`src/rtl/mano_pkg.sv`:
```
// Shared constants for the basic-computer control unit: bus selector codes,
// ALU operations, opcodes, register-reference bit positions and timing steps.
package mano_pkg;

  localparam int unsigned SC_W  = 4;
  localparam int unsigned AW    = 12;
  localparam int unsigned BUS_W = 3;

  // Bus selector codes
  localparam logic [BUS_W-1:0] BUS_MEM  = 3'd0;
  localparam logic [BUS_W-1:0] BUS_AR   = 3'd1;
  localparam logic [BUS_W-1:0] BUS_PC   = 3'd2;
  localparam logic [BUS_W-1:0] BUS_DR   = 3'd3;
  localparam logic [BUS_W-1:0] BUS_AC   = 3'd4;
  localparam logic [BUS_W-1:0] BUS_IR   = 3'd5;
  localparam logic [BUS_W-1:0] BUS_TR   = 3'd6;
  localparam logic [BUS_W-1:0] BUS_NONE = 3'd7;

  typedef enum logic [2:0] {
    ALU_AND     = 3'd0,
    ALU_ADD     = 3'd1,
    ALU_PASS_DR = 3'd2,
    ALU_CMA     = 3'd3,
    ALU_CIR     = 3'd4,
    ALU_CIL     = 3'd5
  } alu_op_e;

  // Opcode field IR[14:12]
  localparam logic [2:0] OP_AND = 3'd0;
  localparam logic [2:0] OP_ADD = 3'd1;
  localparam logic [2:0] OP_LDA = 3'd2;
  localparam logic [2:0] OP_STA = 3'd3;
  localparam logic [2:0] OP_BUN = 3'd4;
  localparam logic [2:0] OP_BSA = 3'd5;
  localparam logic [2:0] OP_ISZ = 3'd6;
  localparam logic [2:0] OP_IO  = 3'd7;

  // Register-reference bit positions within IR[11:0]
  localparam int unsigned RR_CLA = 11;
  localparam int unsigned RR_CLE = 10;
  localparam int unsigned RR_CMA = 9;
  localparam int unsigned RR_CME = 8;
  localparam int unsigned RR_CIR = 7;
  localparam int unsigned RR_CIL = 6;
  localparam int unsigned RR_INC = 5;
  localparam int unsigned RR_SPA = 4;
  localparam int unsigned RR_SNA = 3;
  localparam int unsigned RR_SZA = 2;
  localparam int unsigned RR_SZE = 1;
  localparam int unsigned RR_HLT = 0;

  // Timing steps
  localparam logic [SC_W-1:0] T0 = 4'd0;
  localparam logic [SC_W-1:0] T1 = 4'd1;
  localparam logic [SC_W-1:0] T2 = 4'd2;
  localparam logic [SC_W-1:0] T3 = 4'd3;
  localparam logic [SC_W-1:0] T4 = 4'd4;
  localparam logic [SC_W-1:0] T5 = 4'd5;
  localparam logic [SC_W-1:0] T6 = 4'd6;

endpackage

```
`src/rtl/mano_seq_counter.sv`:
```
// Sequence counter: W-bit step counter, clear has priority over increment.
// Ports: clk, rst (async, active-high), inc, clr, count.
module mano_seq_counter
  import mano_pkg::*;
#(
  parameter int unsigned W = SC_W
) (
  input  logic         clk,
  input  logic         rst,
  input  logic         inc,
  input  logic         clr,
  output logic [W-1:0] count
);

  logic [W-1:0] count_d;
  logic [W-1:0] count_q;

  always_comb begin
    count_d = count_q;
    if (clr) begin
      count_d = '0;
    end else if (inc) begin
      count_d = count_q + W'(1);
    end
  end

  always_ff @(posedge clk or posedge rst) begin
    if (rst) begin
      count_q <= '0;
    end else begin
      count_q <= count_d;
    end
  end

  assign count = count_q;

endmodule

```
`src/rtl/mano_control_unit.sv`:
```
// Timing and control sequencer for the 16-bit basic computer. Decodes the
// run flag S, the step counter SC, IR and the AC/E/DR flags into the bus
// selector, register strobes, memory strobes and ALU op for each cycle.
// Ports: clk, rst (async, active-high), start, ir, ac_msb, ac_zero, dr_zero,
//        e_flag in; bus_sel, register/memory/E strobes, alu_op, running, sc out.
module mano_control_unit
  import mano_pkg::*;
(
  input  logic             clk,
  input  logic             rst,
  input  logic             start,
  input  logic [15:0]      ir,
  input  logic             ac_msb,
  input  logic             ac_zero,
  input  logic             dr_zero,
  input  logic             e_flag,
  output logic [BUS_W-1:0] bus_sel,
  output logic             ar_ld,
  output logic             ar_inc,
  output logic             ar_clr,
  output logic             pc_ld,
  output logic             pc_inc,
  output logic             pc_clr,
  output logic             dr_ld,
  output logic             dr_inc,
  output logic             ac_ld,
  output logic             ac_inc,
  output logic             ac_clr,
  output logic             ir_ld,
  output logic             tr_ld,
  output logic             mem_rd,
  output logic             mem_wr,
  output logic [2:0]       alu_op,
  output logic             e_clr,
  output logic             e_cmp,
  output logic             running,
  output logic [SC_W-1:0]  sc
);

  logic            run_d;
  logic            run_q;
  logic            sc_inc;
  logic            sc_clr;
  logic [SC_W-1:0] sc_q;
  logic [2:0]      d_op;
  logic            ind;
  logic [AW-1:0]   b;
  logic            skip;
  alu_op_e         alu_sel;

  assign d_op = ir[14:12];
  assign ind  = ir[15];
  assign b    = ir[AW-1:0];

  // Any enabled skip condition folds into one PC increment
  assign skip = (b[RR_SPA] & ~ac_msb) | (b[RR_SNA] & ac_msb) |
                (b[RR_SZA] & ac_zero) | (b[RR_SZE] & ~e_flag);

  mano_seq_counter #(.W(SC_W)) u_sc (
    .clk   (clk),
    .rst   (rst),
    .inc   (sc_inc),
    .clr   (sc_clr),
    .count (sc_q)
  );

  // Run flip-flop S
  always_ff @(posedge clk or posedge rst) begin
    if (rst) begin
      run_q <= 1'b0;
    end else begin
      run_q <= run_d;
    end
  end

  // Step decode: next S, counter control and all per-cycle strobes
  always_comb begin
    run_d   = run_q | start;
    sc_inc  = run_q;
    sc_clr  = 1'b0;
    bus_sel = BUS_NONE;
    ar_ld   = 1'b0;
    ar_inc  = 1'b0;
    ar_clr  = 1'b0;
    pc_ld   = 1'b0;
    pc_inc  = 1'b0;
    pc_clr  = 1'b0;
    dr_ld   = 1'b0;
    dr_inc  = 1'b0;
    ac_ld   = 1'b0;
    ac_inc  = 1'b0;
    ac_clr  = 1'b0;
    ir_ld   = 1'b0;
    mem_rd  = 1'b0;
    mem_wr  = 1'b0;
    e_clr   = 1'b0;
    e_cmp   = 1'b0;
    alu_sel = ALU_AND;

    if (run_q) begin
      case (sc_q)
        T0: begin
          bus_sel = BUS_PC;
          ar_ld   = 1'b1;
        end
        T1: begin
          bus_sel = BUS_MEM;
          mem_rd  = 1'b1;
          ir_ld   = 1'b1;
          pc_inc  = 1'b1;
        end
        T2: begin
          bus_sel = BUS_IR;
          ar_ld   = 1'b1;
        end
        T3: begin
          if (d_op == OP_IO) begin
            sc_clr = 1'b1;
            if (!ind) begin
              // AC operations are mutually exclusive; highest priority wins
              if (b[RR_CLA]) begin
                ac_clr = 1'b1;
              end else if (b[RR_CMA]) begin
                ac_ld   = 1'b1;
                alu_sel = ALU_CMA;
              end else if (b[RR_CIR]) begin
                ac_ld   = 1'b1;
                alu_sel = ALU_CIR;
              end else if (b[RR_CIL]) begin
                ac_ld   = 1'b1;
                alu_sel = ALU_CIL;
              end else if (b[RR_INC]) begin
                ac_inc = 1'b1;
              end
              if (b[RR_CLE]) begin
                e_clr = 1'b1;
              end else if (b[RR_CME]) begin
                e_cmp = 1'b1;
              end
              pc_inc = skip;
              if (b[RR_HLT]) begin
                run_d = 1'b0;
              end
            end
          end else if (ind) begin
            bus_sel = BUS_MEM;
            mem_rd  = 1'b1;
            ar_ld   = 1'b1;
          end
        end
        T4: begin
          case (d_op)
            OP_AND, OP_ADD, OP_LDA, OP_ISZ: begin
              bus_sel = BUS_MEM;
              mem_rd  = 1'b1;
              dr_ld   = 1'b1;
            end
            OP_STA: begin
              bus_sel = BUS_AC;
              mem_wr  = 1'b1;
              sc_clr  = 1'b1;
            end
            OP_BUN: begin
              bus_sel = BUS_AR;
              pc_ld   = 1'b1;
              sc_clr  = 1'b1;
            end
            OP_BSA: begin
              bus_sel = BUS_PC;
              mem_wr  = 1'b1;
              ar_inc  = 1'b1;
            end
            default: sc_clr = 1'b1;
          endcase
        end
        T5: begin
          case (d_op)
            OP_AND: begin
              ac_ld   = 1'b1;
              alu_sel = ALU_AND;
              sc_clr  = 1'b1;
            end
            OP_ADD: begin
              ac_ld   = 1'b1;
              alu_sel = ALU_ADD;
              sc_clr  = 1'b1;
            end
            OP_LDA: begin
              ac_ld   = 1'b1;
              alu_sel = ALU_PASS_DR;
              sc_clr  = 1'b1;
            end
            OP_BSA: begin
              bus_sel = BUS_AR;
              pc_ld   = 1'b1;
              sc_clr  = 1'b1;
            end
            OP_ISZ: dr_inc = 1'b1;
            default: sc_clr = 1'b1;
          endcase
        end
        T6: begin
          sc_clr = 1'b1;
          if (d_op == OP_ISZ) begin
            bus_sel = BUS_DR;
            mem_wr  = 1'b1;
            pc_inc  = dr_zero;
          end
        end
        // Unreachable steps recover to T0 without side effects
        default: sc_clr = 1'b1;
      endcase
    end
  end

  assign alu_op  = alu_sel;
  assign tr_ld   = 1'b0;
  assign running = run_q;
  assign sc      = sc_q;

endmodule
```
`config.mk`:
```
export PLATFORM = sky130hd
export DESIGN_NAME = mano_control_unit
export DESIGN_NICKNAME = d
export VERILOG_FILES = /design/src/rtl/mano_pkg.sv /design/src/rtl/mano_seq_counter.sv /design/src/rtl/mano_control_unit.sv
export SDC_FILE = /design/constraint.sdc
export NUM_CORES = 1
export LEC_CHECK = 0
export BUFFER_PORTS_ARGS = -buffer_cell sky130_fd_sc_hd__buf_2
export CORE_MARGIN = 8
export CORE_UTILIZATION = 47
export CTS_CLUSTER_DIAMETER = 100
export CTS_CLUSTER_SIZE = 24
export DETAILED_ROUTE_END_ITERATION = 7
export GPL_TIMING_DRIVEN = 0
export PLACE_DENSITY = 0.87
export RECOVER_POWER = 50
export SLEW_MARGIN = 10
export SYNTH_ARGS = -nofsm -noshare
export SYNTH_HDL_FRONTEND = slang
export SYNTH_HIERARCHICAL = 1
export SYNTH_SLANG_ARGS = --single-unit
```
`constraint.sdc`:
```
create_clock -name clk -period 3.9 [get_ports clk]
set_input_delay 0.78 -clock clk [delete_from_list [all_inputs] [get_ports clk]]
set_output_delay 0.78 -clock clk [all_outputs]
set_load 0.03 [all_outputs]
```
==> impl_metrics.csv <==
group,metric,value,unit
final_layout,area_growth_syn_to_layout,32.0,%
synthesis,synthCells,126,
clocking,cts_buffer_depth,2,
setup_path,crit_family,"compound AO/OA/AOI/OAI gates",
synthesis,synth.yosys.seq_area_share,13.9,%
routing,drt_iter0_drc,30,
pwr,pwr-share-clk,8.0,%
floorplanning,rows,16,
status,status,"complete, no violations",
pwr,irDropWorstVdd,0.000453,V
clocking,clk_latency,0.24,ns
clocking,cts_tree,"done",
flow_run,maxCapViolations,0,
pwr,switchingPower,443,uW
synthesis,yosys_warnings,6,
floorplanning,die-width,59.7,microns
timing,setup_tns,0,ns
routing,viasPerCell,5.32,
final_layout,fillCellCount,195,
pwr,combPwrFrac,77.1,%
global_routing,grt_pass1_wl,4400,microns
pwr,total_leakage_power,0.616,nW
placed_design,port_buffers,47,
final_layout,final_cell_mix,"42 x buf_2, 14 x nor2_1, 12 x nand2_1",
placed_design,post-dp-hpwl,2230,microns
final_layout,final_common_cell,"buf_2",
setup_path,critPathBufInv,2,
setup_path,start_kind,"input port",
routing,dr_total_vias,1095,
global_routing,grt_start_max_net_pins,11,
timing,finalSetupViolCount,0,
setup_path,r2r_start,"u_sc/count[0]",
timing,max_freq,329,MHz
setup_path,crit_start,"ir[13]",
global_routing,track_usage,15.2,%
timing,fin_crit_sh,78.0,%
floorplanning,die_h,59.7,microns
clocking,cts_root_buf,"clkbuf_4",
setup_path,cp_cell_sequence,"clkbuf_1 > ha_1 > a21boi_0 > o21ai_1 > a2111o_1 > buf_2",
routing,dr.pass1.iters,4,
timing,drv_slew,0,
min_path,hp-class,"input port to asynchronous set/reset pin",
floorplanning,die_area,3570,sq um
clocking,cts.htree.levels,1,
pwr,netSwitchingFraction,59.7,%
final_layout,layout.nets,208,
timing,grt_setup_unrepaired,"false",
clocking,numCtsBuffers,3,
routing,drcViolationCount,0,
clocking,clk_pin_slew,0.04,ns
synthesis,yosys.cell_types.count,45,
global_routing,grt_pass1_vias,1059,
final_layout,antenna_cells,0,
setup_path,worstPathRequired,3.12,ns
setup_path,path_class,"input port to output pin",
clocking,post_cts_buffers,0,
floorplanning,core-area,1880,sq um
routing,wirelength,2650,microns
pwr,power_density,625,nW/um^2
synthesis,synth_edf_count,0,
final_layout,instances_no_fill,206,
synthesis,synth_largest_area_cell,"dfrtp_1",
timing,period_minus_slack,3.04,ns
synthesis,ys_top_cells_by_area,"dfrtp_1 14%, ha_1 7.0%, nand2b_1 6.3%",
floorplanning,ios,51,
global_routing,overflow,0,
synthesis,synth_ff_type,"dfrtp_1",
synthesis,synth_area,898,sq um
setup_path,path_max_fanout,6,
global_routing,antenna_found_initial,0,
setup_path,worst_ep_arrival_time,2.26,ns
synthesis,post_synth.cell_area_avg,7.13,sq um
routing,antenna_left,0,
placed_design,dpl.cell_count,202,
clocking,ctsHoldBuffers,0,
setup_path,cp_slowest_stage_delay,0.41,ns
routing,wl_per_cell,12.9,microns
setup_path,crit_slowest_cell,"a2111o_1",
clocking,tritoncts_num_sinks,5,
pwr,internal-power,299,uW
synthesis,async_flop_share,100,%
timing,final_hold_viol_count,0,
placed_design,place_congestion,0.849,
clocking,post_cts_resized,0,
final_layout,drive_above_1_share,31.3,%
pwr,p_seq_share,14.9,%
setup_path,crit_path_end_kind,"output pin",
floorplanning,start_util,47.7,%
synthesis,ys_seq_elements,5,
timing,finClkSkew,0.00238,ns
synthesis,synth_top_area_share,13.9,%
routing by layer:
layer | share of wire [%] | track usage [%] | up-vias
met4 | 0.49 | 5.44 | 0
li1 | - | - | 558
met1 | 41 | 17.0 | 502
met5 | 0 | 0 | -
met3 | 5.2 | 3.66 | 2
met2 | 53 | 27.1 | 33
cell families (layout without fill, tap and decap cells):
group                    count (synthesis)  count (layout)  share of synthesized area [%]
AND/OR/NAND/NOR                         67              67                           43.6
flip-flops                               5               5                           13.9
multiplexers                             4               4                           5.01
XOR/XNOR                                 1               1                          0.975
other                                    1               3                          0.417
AO/OA/AOI/OAI                           29              29                           20.8
buffers and inverters                   14              65                           8.36
adder cells (fa/ha/maj)                  5               5                           6.96
registers in the layout, indices dropped and copies added, names as in the netlist:
register    cells
running         1
u_sc/count      4
path summary, 6_finish.rpt:
path | end | slack (ns) | cells past startpoint
setup / recovery | bus_sel[1] | 0.86 | 6
hold reg to reg | u_sc/count[3] | 0.66 | 2
hold / removal | running | 0.36 | 2
setup reg to reg | u_sc/count[3] | 1.89 | 5
max in group asynchronous | u_sc/count[1] | 3.36 | 2
min in group clk | u_sc/count[3] | 0.66 | 2
Yosys cell counts, types with 2 or more instances:
cell type  instances
buf_4              3
a21oi_1           11
o21ai_0            2
nand2b_1           9
mux2i_1            3
nand3_1            2
nand4_1            4
inv_1              5
clkbuf_1           2
nor2_1            13
nor4_1             2
and2_1             2
nand2_1           12
and4_1             3
and3_1             2
o31ai_1            3
dfrtp_1            5
o21ai_1            3
nor2b_1            7
ha_1               5
a22oi_1            2
buf_2              3
area by class of cell:
type	count	area, sq um	share of cell area (%)
buffer	9	56.3	4.75
tap	27	33.8	2.85
multi-input combinational	109	699	59.0
inverter	5	18.8	1.58
sequential	5	125	10.5
clock buffer	3	22.5	1.90
clock inverter	1	5.00	0.422
timing repair buffer	47	225	19.0
power groups by stage:
stage / registers, mW / clock network, mW / logic, mW
finish: 0.111 / 0.0590 / 0.572
global route: 0.118 / 0.0638 / 0.620
CTS: 0.110 / 0.0620 / 0.584
detailed placement: 0.111 / 0 / 0.583
global placement: 0.108 / 0 / 0.566
floorplan: 0.139 / 0 / 0.400
per-stage QoR:
step                      instance area, sq um  utilization [%]  power [mW]  hold slack [ns]  setup slack [ns]
after floorplan                            906                -       0.539            0.509             0.851
after global placement                    1170             62.4       0.674            0.618             0.929
after detailed placement                  1170             62.4       0.693            0.629             0.898
after CTS                                 1200             63.9       0.756            0.369             0.898
after global routing                      1190             63.0       0.801            0.378             0.717
final                                     1190             63.0       0.742            0.362             0.858
Note: power is estimated with default switching activity, not from simulation.
